**config.mk**
```make
export PLATFORM = sky130hd
export DESIGN_NAME = mac_arb_ctrl
export DESIGN_NICKNAME = d
export VERILOG_FILES = /design/src/rtl/mac_arb_ctrl.sv
export SDC_FILE = /design/constraint.sdc
export NUM_CORES = 1
export LEC_CHECK = 0
export BUFFER_PORTS_ARGS = -buffer_cell sky130_fd_sc_hd__buf_4
export CAP_MARGIN = 20
export CORE_MARGIN = 5
export CORE_UTILIZATION = 56
export CTS_CLUSTER_DIAMETER = 200
export DETAILED_ROUTE_END_ITERATION = 16
export HOLD_SLACK_MARGIN = 0.03
export PLACE_DENSITY = 0.88
export SLEW_MARGIN = 20
export SYNTH_ARGS = -nofsm -noshare
export SYNTH_HDL_FRONTEND = slang
export SYNTH_SLANG_ARGS = --single-unit
```
**constraint.sdc**
```tcl
create_clock -name clk -period 5.9 [get_ports clk]
set_input_delay 0 -clock clk [delete_from_list [all_inputs] [get_ports clk]]
set_output_delay 0 -clock clk [all_outputs]
set_load 0.02 [all_outputs]
```
**src/rtl/mac_arb_ctrl.sv**
```systemverilog
// mac_arb_ctrl
//   Shares the single multiply-accumulate datapath between NREQ requesters.
//   A winner is picked in IDLE. Its function code is captured once. The
//   block then walks the datapath control through stage 1 (S1) and
//   stage 2 (S2). On return to IDLE it pulses done to the winner for one
//   cycle.
//
//   Build option:
//     MAC_ARB_FIXED_PRIO_EN  defined   -> fixed priority, the lowest index
//                                         wins, and no rotating pointer exists
//                            undefined -> round robin starting at ptr
//
//   Ports:
//     clk       rising-edge clock
//     rst_n     asynchronous active-low reset
//     req       per-requester request level
//     func_in   function codes; bits [2i+1:2i] belong to requester i
//     grant     one-hot grant, held for S1 and S2
//     ctrl      control code to the datapath (00 when idle)
//     ctrl_vld  ctrl is valid (S1/S2)
//     state_c   current FSM state (00 IDLE, 01 S1, 10 S2)
//     done      one-cycle completion pulse to the finished requester
//     busy      high in S1/S2
//
//   All outputs come straight from flops.
module mac_arb_ctrl #(
  parameter int NREQ = 4
) (
  input  logic              clk,
  input  logic              rst_n,
  input  logic [NREQ-1:0]   req,
  input  logic [2*NREQ-1:0] func_in,
  output logic [NREQ-1:0]   grant,
  output logic [1:0]        ctrl,
  output logic              ctrl_vld,
  output logic [1:0]        state_c,
  output logic [NREQ-1:0]   done,
  output logic              busy
);

  localparam int PTR_W = (NREQ > 1) ? $clog2(NREQ) : 1;

  typedef enum logic [1:0] {
    IDLE  = 2'b00,
    S1    = 2'b01,
    S2    = 2'b10,
    S_ILL = 2'b11
  } state_t;

  state_t          state, state_nx;
  logic [NREQ-1:0] grant_nx, done_nx;
  logic [1:0]      func_q, func_nx, ctrl_nx;
  logic            ctrl_vld_nx, busy_nx;

  // arbitration results
  logic [1:0]      func_arr [NREQ];
  logic [NREQ-1:0] elig, pick_oh;
  logic [PTR_W-1:0] start, pick, arb_idx;
  logic [1:0]      pick_func;
  logic            pick_found;

`ifdef MAC_ARB_FIXED_PRIO_EN
  assign start = '0;
`else
  logic [PTR_W-1:0] ptr, ptr_nx, win_q, win_nx;
  assign start = ptr;
`endif

  assign state_c = state;

  always_comb begin
    for (int i = 0; i < NREQ; i++) begin
      func_arr[i] = func_in[2*i +: 2];
    end
  end

  // A requester in its own done cycle is not eligible. The search starts
  // at 'start' and wraps upward, so the first eligible index wins.
  always_comb begin
    elig       = req & ~done;
    pick       = '0;
    pick_oh    = '0;
    pick_func  = 2'b00;
    pick_found = 1'b0;
    arb_idx    = '0;
    for (int i = 0; i < NREQ; i++) begin
      arb_idx = PTR_W'((int'(start) + i) % NREQ);
      if (!pick_found && elig[arb_idx]) begin
        pick_found       = 1'b1;
        pick             = arb_idx;
        pick_oh[arb_idx] = 1'b1;
        pick_func        = func_arr[arb_idx];
      end
    end
  end

  always_comb begin
    state_nx    = state;
    grant_nx    = grant;
    done_nx     = '0;
    func_nx     = func_q;
    ctrl_nx     = 2'b00;
    ctrl_vld_nx = 1'b0;
    busy_nx     = 1'b0;
`ifndef MAC_ARB_FIXED_PRIO_EN
    ptr_nx      = ptr;
    win_nx      = win_q;
`endif
    case (state)
      IDLE: begin
        grant_nx = '0;
        if (pick_found) begin
          state_nx    = S1;
          grant_nx    = pick_oh;
          func_nx     = pick_func;
          ctrl_nx     = pick_func;
          ctrl_vld_nx = 1'b1;
          busy_nx     = 1'b1;
`ifndef MAC_ARB_FIXED_PRIO_EN
          win_nx      = pick;
`endif
        end
      end
      S1: begin
        state_nx    = S2;
        ctrl_nx     = func_q;
        ctrl_vld_nx = 1'b1;
        busy_nx     = 1'b1;
      end
      S2: begin
        state_nx = IDLE;
        grant_nx = '0;
        done_nx  = grant;
`ifndef MAC_ARB_FIXED_PRIO_EN
        ptr_nx   = (int'(win_q) == NREQ - 1) ? '0 : win_q + 1'b1;
`endif
      end
      default: begin
        // The unused encoding returns to IDLE with everything at rest.
        state_nx = IDLE;
        grant_nx = '0;
        func_nx  = 2'b00;
      end
    endcase
  end

  always_ff @(posedge clk or negedge rst_n) begin
    if (!rst_n) begin
      state    <= IDLE;
      grant    <= '0;
      done     <= '0;
      func_q   <= 2'b00;
      ctrl     <= 2'b00;
      ctrl_vld <= 1'b0;
      busy     <= 1'b0;
`ifndef MAC_ARB_FIXED_PRIO_EN
      ptr      <= '0;
      win_q    <= '0;
`endif
    end else begin
      state    <= state_nx;
      grant    <= grant_nx;
      done     <= done_nx;
      func_q   <= func_nx;
      ctrl     <= ctrl_nx;
      ctrl_vld <= ctrl_vld_nx;
      busy     <= busy_nx;
`ifndef MAC_ARB_FIXED_PRIO_EN
      ptr      <= ptr_nx;
      win_q    <= win_nx;
`endif
    end
  end

  // pick is consumed only by the round-robin pointer logic
  logic unused_pick;
  assign unused_pick = ^pick;

endmodule

```
==> results.json <==
{
  "slew_violations": 0,
  "core_area_um2": 2520,
  "cp_max_fo": 21,
  "ys_ff_latch": 19,
  "finalSetupViolCount": 0,
  "worstMarginPinSlew_ns": 0.873,
  "synth_top_area_cell": "dfrtp_1",
  "antenna_found_initial": 0,
  "synth.avg_cell_area_um2": 10.6,
  "cts-buffers-inserted": 3,
  "antenna_cells": 0,
  "clk_latency_ns": 0.30,
  "rsz0062_at_grt": "false",
  "timing.slew.headroom_pct": 41.8,
  "port_buffers": 27,
  "syn_area_um2": 1500,
  "track_usage_pct": 20.0,
  "finalHoldViolCount": 0,
  "synth_edf_count": 0,
  "endpoint_kind": "flip-flop",
  "cellPowerDensity_nw_per_um2": 527,
  "slowest_delay_ns": 0.93,
  "crit_type": "flip-flop to flip-flop",
  "die_h_um": 61.7,
  "synthToLayoutAreaGrowth_pct": 14.5,
  "fin_nets": 192,
  "grt_overflow": 0,
  "async_reset_ff_share_pct": 100,
  "routed_via_density": 6.36,
  "p_leak_nw": 0.787,
  "fmax_mhz": 342,
  "drive_gt1_share_pct": 29.7,
  "clock_sinks": 19,
  "critPathLaunchType": "flip-flop",
  "path_delay_family": "flip-flops",
  "routed_wl_mm": 3.50,
  "worst-path-buf-inv": 1,
  "dpl.hpwl_mm": 2.68,
  "ir_worst_vdd_uv": 388,
  "place.gp.congestion": 0.905,
  "ys_seq_area_share_pct": 31.7,
  "cts_tree": "built",
  "fp-row-count": 18,
  "io_pins": 28,
  "synth_top_area_share_pct": 31.7,
  "yosysMostFrequentCell": "dfrtp_1",
  "die_x_um": 61.7,
  "drv_cap": 0,
  "start_util_pct": 59.4,
  "grt_pass1_vias": 1245,
  "clockBufferDepth": 2,
  "final_util_pct": 68.0,
  "ys_warn_count": 0,
  "ant_nets": 0,
  "synth_cell_type_count": 36,
  "first_iter_violations": 91,
  "drc": 0,
  "crit_required_ns": 6.08,
  "crit_chain": "inv_4 > ha_1 > and3_1 > o2111ai_1 > nand2_1 > a221oi_1 > a21oi_1",
  "synthTopCellsByArea": "dfrtp_1 (32%), mux4_2 (11%), ha_1 (10%), mux4_1 (5.3%), nand2_1 (3.3%)",
  "cp_data_arrival_time_ns": 3.10,
  "drt_pass1_iterations": 5,
  "slowest_stage": "dfrtp_1",
  "ys.flop_type": "dfrtp_1",
  "grt_first_pass_wirelength_mm": 5.66,
  "post_cts_buffers": 0,
  "die_area_um2": 3810,
  "timing.final.crit_share_pct": 49.5,
  "hold_class": "input pin to async pin",
  "grt_max_degree": 22,
  "synth_commonest_cells": "dfrtp_1 (19), nand2_1 (13), ha_1 (12)",
  "synth_nets": 167,
  "htreeDepth": 1,
  "cts_root_buf": "clkbuf_4",
  "tns_ns": 0,
  "syn_inst": 141,
  "status": "finished, final reports clean",
  "finalClockSkew_ns": 0.00567,
  "via_count": 1240,
  "wl_per_cell_um": 18.0,
  "path_clk_slew_ns": 0.11,
  "post-route-min-period_ns": 2.92
}
flip-flops by register name, indices dropped and copies added (netlist names):
name and cells:
grant 4, ctrl 2, win_q 2, func_q 2
busy 1, done 4, ptr 2, state_c 2
area by class of cell:
cell class	instances	area, um2
flip-flops and latches	19	475
repair buffers	28	213
multi-input cells	109	942
inverters	5	21.3
fillers	182	807
clock buffers	4	26.3
well taps	30	37.5
cell usage in the layout (no fill, tap or decap):
cell type,Yosys,routed
buf_4,1,27
dfrtp_1,19,19
nand2_1,13,13
ha_1,12,12
nor2_1,7,7
nand3_1,7,7
mux4_2,7,7
a21oi_1,7,7
nand2b_1,5,5
a221oi_1,5,5
o21ai_0,5,5
inv_1,4,4
and2_1,4,4
o21ai_1,4,4
o31ai_1,4,4
a221o_1,4,4
mux4_1,3,3
nor3_1,3,3
clkbuf_4,0,3
nor2b_2,2,2
nor2b_1,2,2
and3_1,2,2
a211oi_2,2,2
or2_2,2,2
inv_4,1,1
and3_4,1,1
nand2b_4,1,1
o21ai_2,1,1
o2111ai_1,1,1
nor2_4,1,1
a22o_4,1,1
mux2_1,1,1
a211o_1,1,1
o32ai_1,1,1
clkbuf_1,2,1
dlygate4sd3_1,0,1
cell families after synthesis:
group | after synthesis | share of synthesized area (%)
buffers and inverters | 13 | 5.35
AND/OR/NAND/NOR | 50 | 18.2
adder cells (fa/ha/maj) | 12 | 10.0
AO/OA/AOI/OAI | 36 | 18.1
multiplexers | 11 | 16.5
flip-flops | 19 | 31.7
final timing paths:
check | cells past startpoint | slack (ns) | from | to
min reg2reg | 2 | 0.50 | func_q[1] | ctrl[1]
min in group clk | 4 | 0.21 | req[3] | win_q[1]
max reg2reg | 7 | 2.98 | ptr[0] | grant[0]
max | 7 | 2.98 | ptr[0] | grant[0]
max in group asynchronous | 2 | 5.60 | rst_n | done[1]
min | 2 | 0.1 | rst_n | win_q[1]
where the power goes:
group	switching (W)	internal, W	leakage (nW)
clock network	0.0000399	0.0000264	0.0150
logic	0.000317	0.000281	0.524
registers	0.0000663	0.000174	0.247
worst reg2reg max path: stages, from the launching register on:
cell	delay, ns
dfrtp_1	0.93
inv_4	0.15
ha_1	0.51
and3_1	0.22
o2111ai_1	0.27
nand2_1	0.26
a221oi_1	0.40
a21oi_1	0.07
routing by layer:
metal  wire, um  global-route usage, %  part of all wire (%)  vias to the layer above
met5          0                      0                     0                        -
met4         31                   3.33                  0.89                        0
met3        230                   3.93                   6.6                       10
met2       1930                   37.8                    55                       46
met1       1310                   23.6                    37                      604
li1           -                      -                     -                      580
what timing repair did:
action | in CTS | in global routing
gates resized for setup | 0 | 0
hold buffers | 1 | 0
hold endpoints to repair | 19 | 0
through the flow:
step	power (W)	area, um2	setup WS, ns	hold slack [ns]	std cells
finish	0.000905	1720	2.98	0.0967	195
global placement	0.000808	1680	3.17	-0.121	190
detailed placement	0.000839	1680	2.99	-0.114	190
global route	0.000977	1720	2.72	0.105	195
floorplan	0.000712	1500	3.57	-0.296	141
CTS	0.000909	1720	2.98	0.0936	195
(Power assumes the default switching activity.)
